==> src/rtl/counter_ramp_ctrl_pkg.sv <==
// Shared types and constants for the counter ramp controller.
//   state_e   : controller FSM encoding (6 states, 3 bits)
//   CNT_WIDTH : width of the controlled up/down counter
//   CNT_MAX   : counter saturation value
//   DIV_WIDTH : width of the ramp step-interval field
package counter_ctrl_pkg;

    localparam int unsigned CNT_WIDTH = 5;
    localparam int unsigned DIV_WIDTH = 8;
    localparam logic [CNT_WIDTH-1:0] CNT_MAX = 5'b11111;

    typedef enum logic [2:0] {
        ST_IDLE   = 3'd0,
        ST_JUMP   = 3'd1,
        ST_WAIT   = 3'd2,
        ST_STEP   = 3'd3,
        ST_SETTLE = 3'd4,
        ST_DONE   = 3'd5
    } state_e;

endpackage

==> src/rtl/counter_ramp_ctrl_if.sv <==
// Request channel plus counter command/status bundle.
//   master : requester / counter side (drives request and counter status)
//   slave  : controller side (accepts request, drives counter commands)
interface counter_ramp_ctrl_if
    import counter_ctrl_pkg::*;
#(
    parameter int unsigned WIDTH = CNT_WIDTH,
    parameter int unsigned DIV_W = DIV_WIDTH
);
    logic             req_valid;
    logic             req_ready;
    logic [WIDTH-1:0] req_target;
    logic             req_mode;
    logic [DIV_W-1:0] req_div;

    logic [WIDTH-1:0] cnt_value;
    logic             cnt_high;
    logic             cnt_low;
    logic [WIDTH-1:0] cnt_in;
    logic             cnt_load;
    logic             cnt_up;
    logic             cnt_down;

    modport master (
        output req_valid, req_target, req_mode, req_div,
        output cnt_value, cnt_high, cnt_low,
        input  req_ready, cnt_in, cnt_load, cnt_up, cnt_down
    );

    modport slave (
        input  req_valid, req_target, req_mode, req_div,
        input  cnt_value, cnt_high, cnt_low,
        output req_ready, cnt_in, cnt_load, cnt_up, cnt_down
    );
endinterface

==> src/rtl/counter_ramp_ctrl_step_timer.sv <==
// Loadable down-counter pacing the ramp WAIT state.
//   clk, rst   : clock, synchronous active-high reset
//   load_i     : load load_val_i (has priority over dec_i)
//   load_val_i : value to load
//   dec_i      : decrement by one
//   value_o    : current count
//   zero_o     : registered flag, count == 0
module step_timer #(
    parameter int unsigned DIV_W = 8
) (
    input  logic             clk,
    input  logic             rst,
    input  logic             load_i,
    input  logic [DIV_W-1:0] load_val_i,
    input  logic             dec_i,
    output logic [DIV_W-1:0] value_o,
    output logic             zero_o
);
    logic [DIV_W-1:0] value_q;
    logic             zero_q;

    // zero flag is computed alongside the count so it stays registered
    always_ff @(posedge clk) begin
        if (rst) begin
            value_q <= '0;
            zero_q  <= 1'b1;
        end else if (load_i) begin
            value_q <= load_val_i;
            zero_q  <= (load_val_i == '0);
        end else if (dec_i) begin
            value_q <= value_q - DIV_W'(1);
            zero_q  <= (value_q == DIV_W'(1));
        end
    end

    assign value_o = value_q;
    assign zero_o  = zero_q;
endmodule

==> src/rtl/counter_ramp_ctrl.sv <==
// Command-side controller for a 5-bit up/down saturating counter.
// Accepts a target over a valid/ready port and reaches it either by a
// single load (jump) or by paced +/-1 steps (ramp), verifying the
// counter's returned value after every command.
//   clock, rst : clock, synchronous active-high reset
//   bus        : request channel and counter command/status (slave side)
//   abort      : terminate the active request (done with err)
//   busy       : request in progress
//   done       : one-cycle completion pulse
//   err        : qualifies done; abort or counter mismatch
module counter_ramp_ctrl
    import counter_ctrl_pkg::*;
#(
    parameter int unsigned WIDTH = CNT_WIDTH,
    parameter int unsigned DIV_W = DIV_WIDTH
) (
    input  logic                  clock,
    input  logic                  rst,
    counter_ramp_ctrl_if.slave    bus,
    input  logic                  abort,
    output logic                  busy,
    output logic                  done,
    output logic                  err
);
    state_e           state_q;
    logic [WIDTH-1:0] target_q;
    logic [WIDTH-1:0] expected_q;
    logic [DIV_W-1:0] div_q;
    logic             req_ready_q;
    logic             cnt_load_q;
    logic             cnt_up_q;
    logic             cnt_down_q;
    logic             busy_q;
    logic             done_q;
    logic             err_q;

    logic             accept_c;
    logic             abortable_c;
    logic             tmr_load_c;
    logic             tmr_dec_c;
    logic [DIV_W-1:0] tmr_val_c;
    logic [DIV_W-1:0] tmr_value;
    logic             tmr_zero;

    assign accept_c    = (state_q == ST_IDLE) && bus.req_valid && req_ready_q;
    assign abortable_c = abort && (state_q inside {ST_JUMP, ST_WAIT, ST_STEP, ST_SETTLE});

    // Timer is reloaded in every non-WAIT state, so it always enters WAIT
    // holding div; in IDLE the request field is used directly since div_q
    // is latched on that same edge.
    assign tmr_load_c = (state_q != ST_WAIT);
    assign tmr_val_c  = (state_q == ST_IDLE) ? bus.req_div : div_q;
    assign tmr_dec_c  = (state_q == ST_WAIT) && (tmr_value != '0);

    step_timer #(.DIV_W(DIV_W)) u_step_timer (
        .clk        (clock),
        .rst        (rst),
        .load_i     (tmr_load_c),
        .load_val_i (tmr_val_c),
        .dec_i      (tmr_dec_c),
        .value_o    (tmr_value),
        .zero_o     (tmr_zero)
    );

    // FSM; outputs are registered from the next state, so commands appear
    // in the same cycle as the state that issues them.
    always_ff @(posedge clock) begin
        if (rst) begin
            state_q     <= ST_IDLE;
            target_q    <= '0;
            expected_q  <= '0;
            div_q       <= '0;
            req_ready_q <= 1'b0;
            cnt_load_q  <= 1'b0;
            cnt_up_q    <= 1'b0;
            cnt_down_q  <= 1'b0;
            busy_q      <= 1'b0;
            done_q      <= 1'b0;
            err_q       <= 1'b0;
        end else begin
            cnt_load_q  <= 1'b0;
            cnt_up_q    <= 1'b0;
            cnt_down_q  <= 1'b0;
            done_q      <= 1'b0;
            err_q       <= 1'b0;
            req_ready_q <= 1'b0;

            if (abortable_c) begin
                state_q <= ST_DONE;
                done_q  <= 1'b1;
                err_q   <= 1'b1;
            end else begin
                case (state_q)
                    ST_IDLE: begin
                        req_ready_q <= 1'b1;
                        if (accept_c) begin
                            req_ready_q <= 1'b0;
                            busy_q      <= 1'b1;
                            target_q    <= bus.req_target;
                            div_q       <= bus.req_div;
                            if (bus.req_mode) begin
                                state_q    <= ST_JUMP;
                                cnt_load_q <= 1'b1;
                            end else if (bus.req_target == bus.cnt_value) begin
                                state_q <= ST_DONE;
                                done_q  <= 1'b1;
                            end else begin
                                state_q <= ST_WAIT;
                            end
                        end
                    end
                    ST_JUMP: begin
                        expected_q <= target_q;
                        state_q    <= ST_SETTLE;
                    end
                    ST_WAIT: begin
                        if (tmr_zero) begin
                            state_q <= ST_STEP;
                            // saturated counter must never be pushed further
                            if (target_q > bus.cnt_value) begin
                                cnt_up_q   <= !bus.cnt_high;
                                expected_q <= bus.cnt_value + WIDTH'(1);
                            end else begin
                                cnt_down_q <= !bus.cnt_low;
                                expected_q <= bus.cnt_value - WIDTH'(1);
                            end
                        end
                    end
                    ST_STEP: begin
                        state_q <= ST_SETTLE;
                    end
                    ST_SETTLE: begin
                        if (bus.cnt_value != expected_q) begin
                            state_q <= ST_DONE;
                            done_q  <= 1'b1;
                            err_q   <= 1'b1;
                        end else if (bus.cnt_value == target_q) begin
                            state_q <= ST_DONE;
                            done_q  <= 1'b1;
                        end else begin
                            state_q <= ST_WAIT;
                        end
                    end
                    ST_DONE: begin
                        state_q     <= ST_IDLE;
                        busy_q      <= 1'b0;
                        req_ready_q <= 1'b1;
                    end
                    default: begin
                        state_q     <= ST_IDLE;
                        busy_q      <= 1'b0;
                        req_ready_q <= 1'b1;
                    end
                endcase
            end
        end
    end

    assign bus.req_ready = req_ready_q;
    assign bus.cnt_in    = target_q;
    assign bus.cnt_load  = cnt_load_q;
    assign bus.cnt_up    = cnt_up_q;
    assign bus.cnt_down  = cnt_down_q;
    assign busy          = busy_q;
    assign done          = done_q;
    assign err           = err_q;
endmodule

==> src/flat_wrapper.sv <==
// flat-port wrapper written by rule: the top's interface ports become plain ports
module counter_ramp_ctrl_flat import counter_ctrl_pkg::*;
#(
    parameter int unsigned WIDTH = CNT_WIDTH,
    parameter int unsigned DIV_W = DIV_WIDTH
)
  (clock, rst, abort, busy, done, err, bus_req_valid, bus_req_target, bus_req_mode, bus_req_div, bus_cnt_value, bus_cnt_high, bus_cnt_low, bus_req_ready, bus_cnt_in, bus_cnt_load, bus_cnt_up, bus_cnt_down);
  counter_ramp_ctrl_if #(.WIDTH(WIDTH), .DIV_W(DIV_W)) bus_i ();
  input  logic clock;
  input  logic rst;
  input  logic abort;
  output logic busy;
  output logic done;
  output logic err;
  input wire logic [$bits(bus_i.req_valid)-1:0] bus_req_valid;
  input wire logic [$bits(bus_i.req_target)-1:0] bus_req_target;
  input wire logic [$bits(bus_i.req_mode)-1:0] bus_req_mode;
  input wire logic [$bits(bus_i.req_div)-1:0] bus_req_div;
  input wire logic [$bits(bus_i.cnt_value)-1:0] bus_cnt_value;
  input wire logic [$bits(bus_i.cnt_high)-1:0] bus_cnt_high;
  input wire logic [$bits(bus_i.cnt_low)-1:0] bus_cnt_low;
  output wire logic [$bits(bus_i.req_ready)-1:0] bus_req_ready;
  output wire logic [$bits(bus_i.cnt_in)-1:0] bus_cnt_in;
  output wire logic [$bits(bus_i.cnt_load)-1:0] bus_cnt_load;
  output wire logic [$bits(bus_i.cnt_up)-1:0] bus_cnt_up;
  output wire logic [$bits(bus_i.cnt_down)-1:0] bus_cnt_down;
  assign bus_i.req_valid = bus_req_valid;
  assign bus_i.req_target = bus_req_target;
  assign bus_i.req_mode = bus_req_mode;
  assign bus_i.req_div = bus_req_div;
  assign bus_i.cnt_value = bus_cnt_value;
  assign bus_i.cnt_high = bus_cnt_high;
  assign bus_i.cnt_low = bus_cnt_low;
  assign bus_req_ready = bus_i.req_ready;
  assign bus_cnt_in = bus_i.cnt_in;
  assign bus_cnt_load = bus_i.cnt_load;
  assign bus_cnt_up = bus_i.cnt_up;
  assign bus_cnt_down = bus_i.cnt_down;
  counter_ramp_ctrl #(.WIDTH(WIDTH), .DIV_W(DIV_W)) u_core (.clock(clock), .rst(rst), .bus(bus_i), .abort(abort), .busy(busy), .done(done), .err(err));
endmodule
==> config.mk <==
export PLATFORM = sky130hd
export DESIGN_NAME = counter_ramp_ctrl_flat
export DESIGN_NICKNAME = d
export VERILOG_FILES = /design/src/rtl/counter_ramp_ctrl_pkg.sv /design/src/rtl/counter_ramp_ctrl_if.sv /design/src/rtl/counter_ramp_ctrl_step_timer.sv /design/src/rtl/counter_ramp_ctrl.sv /design/src/flat_wrapper.sv
export SDC_FILE = /design/constraint.sdc
export NUM_CORES = 1
export LEC_CHECK = 0
export CAP_MARGIN = 20
export CORE_AREA = 2 2 82 84
export DETAILED_ROUTE_END_ITERATION = 16
export DIE_AREA = 0 0 84 86
export PLACE_DENSITY_LB_ADDON = 0.2
export SLEW_MARGIN = 20
export SYNTH_ARGS = -nofsm -noshare
export SYNTH_HDL_FRONTEND = slang
export SYNTH_SLANG_ARGS = --single-unit
==> constraint.sdc <==
create_clock -name clock -period 7.5 [get_ports clock]
set_input_delay 1.125 -clock clock [delete_from_list [all_inputs] [get_ports clock]]
set_output_delay 1.125 -clock clock [all_outputs]
set_load 0.1 [all_outputs]
Word-level counts from Yosys, hierarchy flattened
Cells that the tools add are included.
{"block": "op_classes", "add_sub_neg": 3, "n_mul": 0, "div": 0, "n_lt_le_gt_ge": 1, "n_eq_ne": 13, "n_shift": 0, "muxes": 31, "n_bitwise": 7, "reduce_logical": 23}
{"cell": "two-way mux 8 bit", "count": 3}
{"cell": "two-way mux 3 bit", "count": 7}
{"cell": "two-way mux 1 bit", "count": 14}
{"cell": "case mux 3 bit (4 select lines)", "count": 1}
{"cell": "equality test 5 bit", "count": 2}
{"cell": "two-way mux 5 bit", "count": 2}
{"cell": "case mux 5 bit (2 select lines)", "count": 1}
{"cell": "OR reduction 5 bit", "count": 2}
{"cell": "AND reduction 3 bit", "count": 3}
{"cell": "equality test 8 x 1 -> 1 bit, second input constant", "count": 1}
{"cell": "zero test 8 bit", "count": 1}
{"cell": "nonzero test 8 bit", "count": 1}
{"cell": "OR reduction 4 bit", "count": 2}
{"cell": "subtractor 8 x 1 -> 8 bit, second input constant", "count": 1}
{"cell": "inverter 1 bit", "count": 7}
{"cell": "equality test 3 x 2 -> 1 bit, second input constant", "count": 2}
{"cell": "!= test 3 x 2 -> 1 bit, second input constant", "count": 2}
{"cell": "case mux 1 bit (2 select lines)", "count": 3}
{"cell": "adder 5 x 1 -> 5 bit, second input constant", "count": 1}
{"cell": "greater-than comparator 5 bit", "count": 1}
{"cell": "!= test 5 bit", "count": 1}
{"cell": "subtractor 5 x 1 -> 5 bit, second input constant", "count": 1}
{"cell": "logical AND 1 bit", "count": 4}
{"cell": "AND reduction 2 bit", "count": 2}
{"cell": "other kinds (10)", "count": 13}
{"block": "word_totals", "reg_bits": 37, "latch_bits": 0, "ramBits": 0, "romBits": 0, "inputBits": 25, "out_inout_bits": 12, "elab_cells": 92, "n_memories": 0}

Depth between registers and ports, before layout
{"block": "logic_depth", "depth_word": 6, "ltp_mapped": 12, "ltp_nobuf": 12}

Cells and area by module
Synthesis repeated with hierarchy kept, for this count alone.
{"block": "unflattened", "hier_cells": 272, "area_unflattened_um2": 2255.9}
{"module": "counter_ramp_ctrl", "instances": 1, "cells_each": 205, "area_per_inst_um2": 1711.6, "seq_area_each_um2": 560.5}
{"module": "step_timer", "instances": 1, "cells_each": 67, "area_per_inst_um2": 544.3, "seq_area_each_um2": 180.2}

Least setup slack after synthesis
No wires, ideal clock.
{"block": "synth_path", "kind": "input -> register", "from": "input bus_cnt_value[1]", "to": "register u_core.expected_q[4]", "setup_time_ps": 128, "arrival_time_ps": 3066, "required_ps": 7372, "path_slack_ps": 4305, "cell_stages": 12, "path_buffers": 0, "cell_sequence": "inv_1 > ha_1 > nor2b_1 > o31ai_1 > a21o_1 > inv_1 > fa_1 > nand2b_1 > a21oi_1 > xnor2_1 > xnor2_1 > o22ai_1"}
{"block": "synth_between", "elab_chain_len": 4, "elab_cells_between_ends": 6, "classes_between": "add/sub: 2; order compare: 1; mux: 3"}
{"item": "start, declared", "line_no": "flat_wrapper.sv:19", "rtl": "input wire logic [$bits(bus_i.cnt_value)-1:0] bus_cnt_value;"}
{"item": "subtractor 5 x 1 -> 5 bit (tied with other cells)", "line_no": "counter_ramp_ctrl.sv:125", "rtl": "expected_q <= bus.cnt_value - WIDTH'(1);"}
{"item": "two-way mux 5 bit *", "line_no": "counter_ramp_ctrl.sv:120", "rtl": "if (target_q > bus.cnt_value) begin"}
{"item": "two-way mux 5 bit *", "line_no": "counter_ramp_ctrl.sv:117", "rtl": "if (tmr_zero) begin"}
{"item": "case mux 5 bit (2 select lines) *", "line_no": "counter_ramp_ctrl.sv:93", "rtl": "case (state_q)"}
{"item": "end signal, assigned", "line_no": "counter_ramp_ctrl.sv:113", "rtl": "expected_q <= target_q;"}
{"item": "end signal, assigned", "line_no": "counter_ramp_ctrl.sv:122", "rtl": "expected_q <= bus.cnt_value + WIDTH'(1);"}
{"item": "end signal, assigned", "line_no": "counter_ramp_ctrl.sv:125"}
{"item": "end, declared", "line_no": "counter_ramp_ctrl.sv:27", "rtl": "logic [WIDTH-1:0] expected_q;"}
Mark *: on every way between the ends. The rest lies on a longest branch, timed or not. The select of a mux whose other input is x is not followed.
A chain may end at the register's enable or synchronous reset.

Worst setup path in the final report
Ends and elaborated chain as after synthesis.

==> results.toml <==
[run_status]
outcome = "finished, final reports clean"

[cts]
htreeDepth = 2
cts_buffers = 5
clkSinkCount = 37
cts_max_path_buffers = 2
path_clk_slew_ps = 70
clk-insertion-delay-late_ps = 290
ctsResizeCount = 0
cts_hold_buf = 0
root_buffer = "clkbuf_8"
cts_setup_buffers = 0
cts_tree = "yes"

[timing]
min_period_ps = 3690
rsz0062_at_grt = "false"
setup_tns_ps = 0
fmax_mhz = 271
relSlewSlack = 0.345
setup_violations = 0
timing.final.ws_setup_ps = 3810
finClkSkew_ps = 6.74
finalCritPeriodShare = 0.492
finalMaxSlewViolations = 0
hold_violations = 0
worstMarginPinSlew_ps = 979

[critical_path]
critPathRequiredTime_ps = 7670
crit_type = "in2reg"
crit_path_max_fanout = 6
worst_ep_arrival_time_ps = 3860
worstSetupEndpointType = "flop"
cp-start-kind = "primary input"

[logic_synthesis]
synth_edf_count = 0
ys_seq_area_frac = 0.346
syn_area_um2 = 2140
syn_nets = 303
async_flop_share = 0
synth_top_flop_cell = "dfxtp_1"
yosysWarningCount = 0
synth_area_per_cell_um2 = 8.03
synth_cells = 267
synth_cell_type_count = 51
synth_seq_cells = 37

[pwr]
leakage_uw = 0.000995
totalPowerFinal_uw = 914
power-per-cell-area_nw_per_um2 = 344
ir_worst_vdd_uv = 123

[grt]
grt_usage = 0.156
antenna_found_initial = 0
grt_max_degree = 31
overflow = 0
first_global_vias = 1874
grt_first_pass_wirelength_mm = 8.93

[finish]
drive_gt1_frac = 0.0633
diodes = 0
area_growth_pct = 24.1
final_cells = 377
fin_nets = 335

[placement]
place.gp.congestion = 0.885
dp_cells = 369
io_buffers = 36
place_ws_ps = 3500
hpwl_mm = 4.08

[hold_path]
hp-class = "reg2reg"

[detailed_routing]
firstDrtPassIters = 4
num_vias = 1938
dr.first_iter.drc_count = 118
wire_per_inst_um = 14.0
post-route-drc-count = 0
drtAntennaViolNets = 0
drt_wl_total_mm = 5.27
via_per_inst = 5.14

[die]
fp.coreArea_um2 = 6280
die_area_um2 = 7220
row_count = 29
die_x_um = 84
die_y_um = 86
pin_count = 37
initial_utilization = 0.341

[run]
drv_cap = 0
[through the flow]
stage               instance area, um^2  hold WS [ps]   util
floorplan                          2140           445      -
global placement                   2540           454  0.405
detailed placement                 2540           458  0.405
CTS                                2660           475  0.424
global route                       2660           492  0.424
finish                             2660           470  0.424
[path summary, 6_finish.rpt]
check             slack (ps)                                 to                               from  depth (start not counted)
hold / removal           470           u_core.busy$_SDFFE_PP0P_           u_core.busy$_SDFFE_PP0P_                          1
setup / recovery        3810  u_core.expected_q[4]$_SDFFE_PP0P_                   bus_cnt_value[1]                         13
setup reg to reg        4900  u_core.expected_q[4]$_SDFFE_PP0P_  u_core.bus.cnt_in[1]$_SDFFE_PP0P_                         11
hold reg to reg          470           u_core.busy$_SDFFE_PP0P_           u_core.busy$_SDFFE_PP0P_                          1
[cell type report]
class                   instances  area, um^2
clock buffers                   5        68.8
clock inverters                 3        46.3
fillers                       660        3620
inverters                      10        37.5
multi-input cells             208        1300
flip-flops and latches         37         741
well taps                      77        96.3
repair buffers                 37         368
[worst max-delay path, stage by stage]
cell and delay, ps:
clkdlybuf4s50_1 560, inv_1 110, ha_1 300, nor2b_1 130, o31ai_1 190, a21o_1 260
inv_1 100, fa_1 400, nand2b_1 160, a21oi_1 160, xnor2_1 150, xnor2_1 140
o22ai_1 80
[logic make-up after synthesis]
logic type | share of synthesized area
compound gates | 0.176
xor+xnor | 0.0776
mux | 0.0286
flops | 0.346
simple gates | 0.257
fa+ha+maj | 0.0677
buf+inv | 0.0473
[cell usage in the layout (no fill, tap or decap), types with 2 or more instances in the layout]
master / instances
nand2_1: 43
nor2_1: 25
nand2b_1: 7
nand4_1: 2
o22ai_1: 3
nor4_1: 3
a311oi_1: 4
o21a_1: 2
xor2_1: 9
clkbuf_8: 5
nor3_4: 2
xnor2_1: 10
nand3_1: 6
clkdlybuf4s50_1: 36
inv_1: 9
nor2b_1: 2
nor3_1: 9
a31oi_1: 3
ha_1: 10
or3_1: 2
a21oi_1: 24
a211oi_1: 5
dfxtp_1: 37
mux2i_1: 5
o21ai_0: 8
a21o_1: 2
[registers in the layout, indices dropped and copies added, names as in the netlist]
| name | flops |
|---|---|
| u_core.bus.cnt_down | 1 |
| u_core.bus.req_ready | 1 |
| u_core.done | 1 |
| u_core.u_step_timer.value_o | 8 |
| u_core.expected_q | 5 |
| u_core.bus.cnt_up | 1 |
| u_core.busy | 1 |
| u_core.err | 1 |
| u_core.div_q | 8 |
| u_core.bus.cnt_in | 5 |
| u_core.bus.cnt_load | 1 |
| u_core.state_q | 3 |
| u_core.u_step_timer.zero_o | 1 |
[per-layer routing]
metal / GRT usage / share of wire / wire, um
met3: 0.0298 / 0.033 / 172
met1: 0.198 / 0.47 / 2480
met2: 0.266 / 0.48 / 2530
met4: 0.0572 / 0.019 / 98
met5: 0 / 0 / 0
[cell usage after synthesis, drive strengths merged (2+ instances only)]
| cell | n | share of area |
|---|---|---|
| a21o | 2 | 0.0070 |
| o21ai | 8 | 0.019 |
| nand2 | 43 | 0.075 |
| inv | 10 | 0.018 |
| a211oi | 5 | 0.018 |
| or3 | 2 | 0.0058 |
| xnor2 | 10 | 0.041 |
| xor2 | 9 | 0.037 |
| mux2i | 5 | 0.023 |
| a311oi | 4 | 0.016 |
| dfxtp | 37 | 0.35 |
| ha | 10 | 0.058 |
| o21a | 2 | 0.0070 |
| and2 | 2 | 0.0058 |
| nand4 | 2 | 0.0058 |
| nor4 | 3 | 0.0088 |
| nor3 | 12 | 0.041 |
| a31oi | 3 | 0.0088 |
| nor2b | 2 | 0.0058 |
| clkbuf | 6 | 0.011 |
| nand2b | 8 | 0.025 |
| nand3 | 7 | 0.019 |
| buf | 6 | 0.019 |
| or2 | 2 | 0.0058 |
| a21oi | 24 | 0.056 |
| o22ai | 3 | 0.0088 |
| nor2 | 26 | 0.047 |
[report_power, final]
group          switching [uW]  internal, uW
combinational             276           162
sequential               57.4           243
clock                    75.7          99.5
(Power assumes the default switching activity.)
==> patch 1 (same flow settings) <==
Put one more register stage on the output `err`, cleared by the reset. The value now appears one clock later. The other outputs are not delayed to match.
--- a/src/rtl/counter_ramp_ctrl.sv
+++ b/src/rtl/counter_ramp_ctrl.sv
@@ -163,6 +163,12 @@
     assign bus.cnt_down  = cnt_down_q;
     assign busy          = busy_q;
     assign done          = done_q;
-    assign err           = err_q;
+    always_ff @(posedge clock) begin
+        if (rst) begin
+            err <= '0;
+        end else begin
+            err <= err_q;
+        end
+    end
 endmodule
 
Behaviour: not the same (Yosys sat finds a counterexample within 4 cycles, from zero or initial values and one cycle with rst high).
==> patch 1 against the original RTL <==
Critical path depth unchanged. Cell area down 0.71%. Highest routed layer unchanged. Synthesized area increased by 0.35%. Critical endpoint unchanged. Wire length rose by 4.6%. Critical path type unchanged. Worst setup slack worse by 0.36 ns. Sequential cell count increased by 1.
Power is not compared: it rests on default switching activity, and its combinational part moved more than twofold at a synthesized area within 25%.
==> patch 1: results <==
set metrics [dict create \
    result_of_the_run "completed" \
    grt_use_total 0.160 \
    hold_path_startpoint "u_core.err_q$_SDFF_PP0_" \
    critical_path.reg2reg.startpoint "u_core.bus.cnt_in[2]$_SDFFE_PP0P_" \
    inverters_excl_clock 12 \
    synth_top_cells_by_area "dfxtp_1 (35%), a21oi_1 (7.2%), nand2_1 (5.9%)" \
    tcrit_tclk_final 0.540 \
    placed_cell_area_sq_mm 0.00256 \
    clock_area_frac 0.0299 \
    area_used_by_multi_input_combinational_logic_sq_mm 0.00128 \
    routed-via-count 1967 \
    dp.cells 377 \
    synth_sequential_area_ratio 0.354 \
    worst-r2r-setup-slack_ns 4.55 \
    cts-root-buf "clkbuf_8" \
    ys_warn_count 0 \
    grt_max_degree 33 \
    hpwlAfterDp_mm 4.05 \
    p_leak_uw 0.00101 \
    nMultiInputCombCells 212 \
    cp-startpoint "bus_cnt_value[1]" \
    antenna_violating_nets_post_route 0 \
    syn_nets 311 \
    post_route_cells_drive_above_1_share 0.0586 \
    detail_route.wirelength_mm 5.52 \
    worst_pin_slew_ns 0.976 \
    post_synth.cell_area_avg_sq_um 7.82 \
    cts.sinks 38 \
    crit_path_max_fanout 6 \
    grt_first_pass_wirelength_mm 9.26 \
    buffer_area_frac 0.142 \
    synthTopCellsByCount "dfxtp_1 (38), nand2_1 (34), nor2_1 (34)" \
    grt_pass1_vias 1893 \
    gp_congestion 0.781 \
    layout.filler_cells 672 \
    layout.core_utilization 0.421 \
    ctsHtreeMaxLevel 2 \
    seq-cell-share 0.288 \
    buffers 38 \
    dpl_worst_slack_ns 3.16 \
    yosys.cell_types.count 41 \
    detailedRoute.firstIterationViolations 75 \
    viasPerCell 5.12 \
    critical_path_arrival_ns 4.22 \
    fin_nets 343 \
    worst_clock_skew_ns 0.00905 \
]
-- patch 1: through the flow --
| stage | power [uW] | hold WS [ns] |
|---|---|---|
| 2_1_floorplan | 341 | 0.414 |
| 3_3_place_gp | 387 | 0.442 |
| 3_5_place_dp | 386 | 0.448 |
| 4_1_cts | 523 | 0.457 |
| 5_1_grt | 551 | 0.466 |
| 6_report | 518 | 0.443 |
-- patch 1: final timing paths --
kind / end / cells past startpoint
setup / recovery: u_core.expected_q[4]$_SDFFE_PP0P_ / 13
hold / removal: u_core.err$_SDFF_PP0_ / 1
setup reg to reg: u_core.expected_q[4]$_SDFFE_PP0P_ / 11
hold reg to reg: u_core.err$_SDFF_PP0_ / 1
-- patch 1: power by group --
group	internal (uW)	switching, uW
clock	62.5	73.3
combinational	59.6	91.2
sequential	216	15.6
total	338	180
-- patch 1: routing by layer --
| metal | vias to the layer above | part of all wire | GRT usage |
|---|---|---|---|
| met5 | - | 0 | 0 |
| met4 | 0 | 0.0092 | 0.0396 |
| met3 | 6 | 0.047 | 0.0423 |
| met2 | 39 | 0.43 | 0.249 |
| met1 | 905 | 0.52 | 0.223 |
| li1 | 1017 | - | - |
-- patch 1: worst max-delay path, stage by stage --
cell and delay (ns):
clkdlybuf4s50_1 0.58, inv_1 0.11, ha_1 0.32, nand2b_1 0.09, a21oi_1 0.06, o31ai_1 0.66
inv_1 0.17, fa_1 0.44, nand2b_1 0.16, a21oi_1 0.15, xnor2_1 0.15, xnor2_1 0.13
o22ai_1 0.08
-- patch 1: cells by family after synthesis --
family          count (synthesis)  synth area share
simple gates                  114             0.254
compound gates                 66             0.188
flops                          38             0.354
buf+inv                        25            0.0494
xor+xnor                       18            0.0733
fa+ha+maj                      11            0.0675
mux                             3            0.0140
==> patch 2 (same settings) <==
Made on the original files. Change the package constant `DIV_WIDTH` from 8 to 7.
--- a/src/rtl/counter_ramp_ctrl_pkg.sv
+++ b/src/rtl/counter_ramp_ctrl_pkg.sv
@@ -6,7 +6,7 @@
 package counter_ctrl_pkg;
 
     localparam int unsigned CNT_WIDTH = 5;
-    localparam int unsigned DIV_WIDTH = 8;
+    localparam int unsigned DIV_WIDTH = 7;
     localparam logic [CNT_WIDTH-1:0] CNT_MAX = 5'b11111;
 
     typedef enum logic [2:0] {
Ports: changed (resized bus_req_div); port bits go from 37 to 36. No check against the original RTL was run, so the function may have changed too.
==> patch 2 against the original RTL <==
Hold slack gained 0.0022 ns. Wire length shrank 4.3%. Via count shrank 8.6%. Worst setup slack gained 0.074 ns. Utilization shrank 2.4 points. Highest routed layer unchanged. Global-route usage shrank 0.74 points. Synthesized area shrank 6.0%. Largest cell class unchanged. Final cell count shrank 6.9%. Sequential cell count shrank 2. Cell area shrank 5.6%.
Power is not compared: it rests on default switching activity, and its combinational part moved more than twofold at a synthesized area within 25%.
==> patch 2: results <==
set metrics [dict create \
    grt_first_pass_wirelength_mm 8.57 \
    worst_pin_slew_ns 0.978 \
    hold_path_startpoint "u_core.div_q[5]$_SDFFE_PP0P_" \
    worst-r2r-setup-slack_ns 4.99 \
    post-route-cell-area_sq_mm 0.00251 \
    fin_nets 308 \
    wire_per_inst_um 14.4 \
    synth_flop_cell "dfxtp_1" \
    reg2reg_depth 12 \
    grt_max_degree 33 \
    result_of_the_run "completed" \
    grt_pass1_vias 1745 \
    layout.filler_cells 683 \
    clkLatencyLatePin_ns 0.29 \
    yosys.cell_types.count 48 \
    holdPathStages 2 \
    n_antenna_cell 0 \
    reg2reg_capture_point "u_core.expected_q[3]$_SDFFE_PP0P_" \
    cts.reportedPaths.clkPinSlew_ns 0.07 \
    viasPerCell 5.05 \
    crit_path_max_fanout 4 \
    synth.area.mux_share 0.0844 \
    placed_cell_area_sq_mm 0.00241 \
    proportion_of_synthesized_flip_flops_having_asynchronous_set_or_reset 0 \
    syn_nets 275 \
    synth_top_cells_by_area "dfxtp_1 (35%), mux2i_1 (8.4%), nor2_1 (7.8%)" \
    cts_buffer_depth 2 \
    antenna_found_initial 0 \
    post_route_cells_drive_above_1_share 0.0438 \
    synth-edff-count 0 \
    synth_xor_area_frac 0.0652 \
    first_pass_iters 4 \
    hold_class "reg2reg" \
    postCtsSetupRepairBufs 0 \
    vdd.ir_drop.worst_v 0.0000906 \
    ys_warn_count 0 \
    place.port_buffers 35 \
    grt_use_total 0.149 \
    worst_clock_skew_ns 0.0102 \
    post_cts_resized 0 \
    synth-adder-area-share 0.0720 \
    critical_path.reg2reg.startpoint "u_core.bus.cnt_in[0]$_SDFFE_PP0P_" \
    path_depth 13 \
    synth_sequential_area_ratio 0.348 \
    dpl_worst_slack_ns 3.56 \
    tcrit_tclk_final 0.482 \
    gp_congestion 0.776 \
    detailedRoute.firstIterationViolations 71 \
    critical_path_arrival_ns 3.83 \
    hpwlAfterDp_mm 3.72 \
    worst_path_dominant_cell_family "compound AO/OA/AOI/OAI gates" \
    hold_end "u_core.u_step_timer.value_o[5]$_SDFFE_PP0P_" \
    synth-compound-area-share 0.154 \
    timing_endpoint_of_the_critical_path "u_core.expected_q[3]$_SDFFE_PP0P_" \
    synthTopCellsByCount "nor2_1 (42), dfxtp_1 (35), a21oi_1 (17), mux2i_1 (17), nand2_1 (13)" \
]
==> patch 2: cell type report <==
type                    count  share of cell area
clock buffers               8              0.0399
multi-input cells         185               0.485
repair buffers             36               0.143
inverters                  10              0.0150
well taps                  77              0.0384
flip-flops and latches     35               0.279
==> patch 2: power by group <==
part	leakage [uW]	internal, uW	switching [uW]
logic	0.000635	80.1	127
registers	0.000286	206	24.3
clock network	0.0000515	83.9	69.5
total	0.000972	370	221
==> patch 2: logic make-up (layout without fill, tap and decap cells) <==
kind of cell / Yosys count / count (layout)
adder cells (fa/ha/maj): 11 / 11
buffers and inverters: 20 / 54
multiplexers: 17 / 17
AO/OA/AOI/OAI: 49 / 49
AND/OR/NAND/NOR: 93 / 93
flip-flops: 35 / 35
XOR/XNOR: 15 / 15
==> patch 2: metrics by stage <==
step	hold slack [ns]	std cells
after floorplan	0.449	240
after global placement	0.476	343
after detailed placement	0.472	343
after CTS	0.475	351
after global routing	0.509	351
final	0.472	351
==> patch 2: layer usage <==
| layer | vias up | global-route usage | share of wire |
|---|---|---|---|
| met5 | - | 0 | 0 |
| met4 | 0 | 0.0484 | 0.014 |
| met3 | 6 | 0.0318 | 0.032 |
| met2 | 28 | 0.236 | 0.45 |
| met1 | 824 | 0.203 | 0.50 |
| li1 | 913 | - | - |
==> patch 2: worst reg2reg max path, cell delays in order, from the launching register on <==
cell      delay (ns)
dfxtp_1         0.39
inv_1           0.06
ha_1            0.30
nand2_1         0.08
o22ai_1         0.08
a21oi_1         0.32
inv_1           0.17
ha_1            0.31
a21o_1          0.18
a21oi_1         0.16
xnor2_1         0.13
mux2i_1         0.08
a211oi_1        0.19
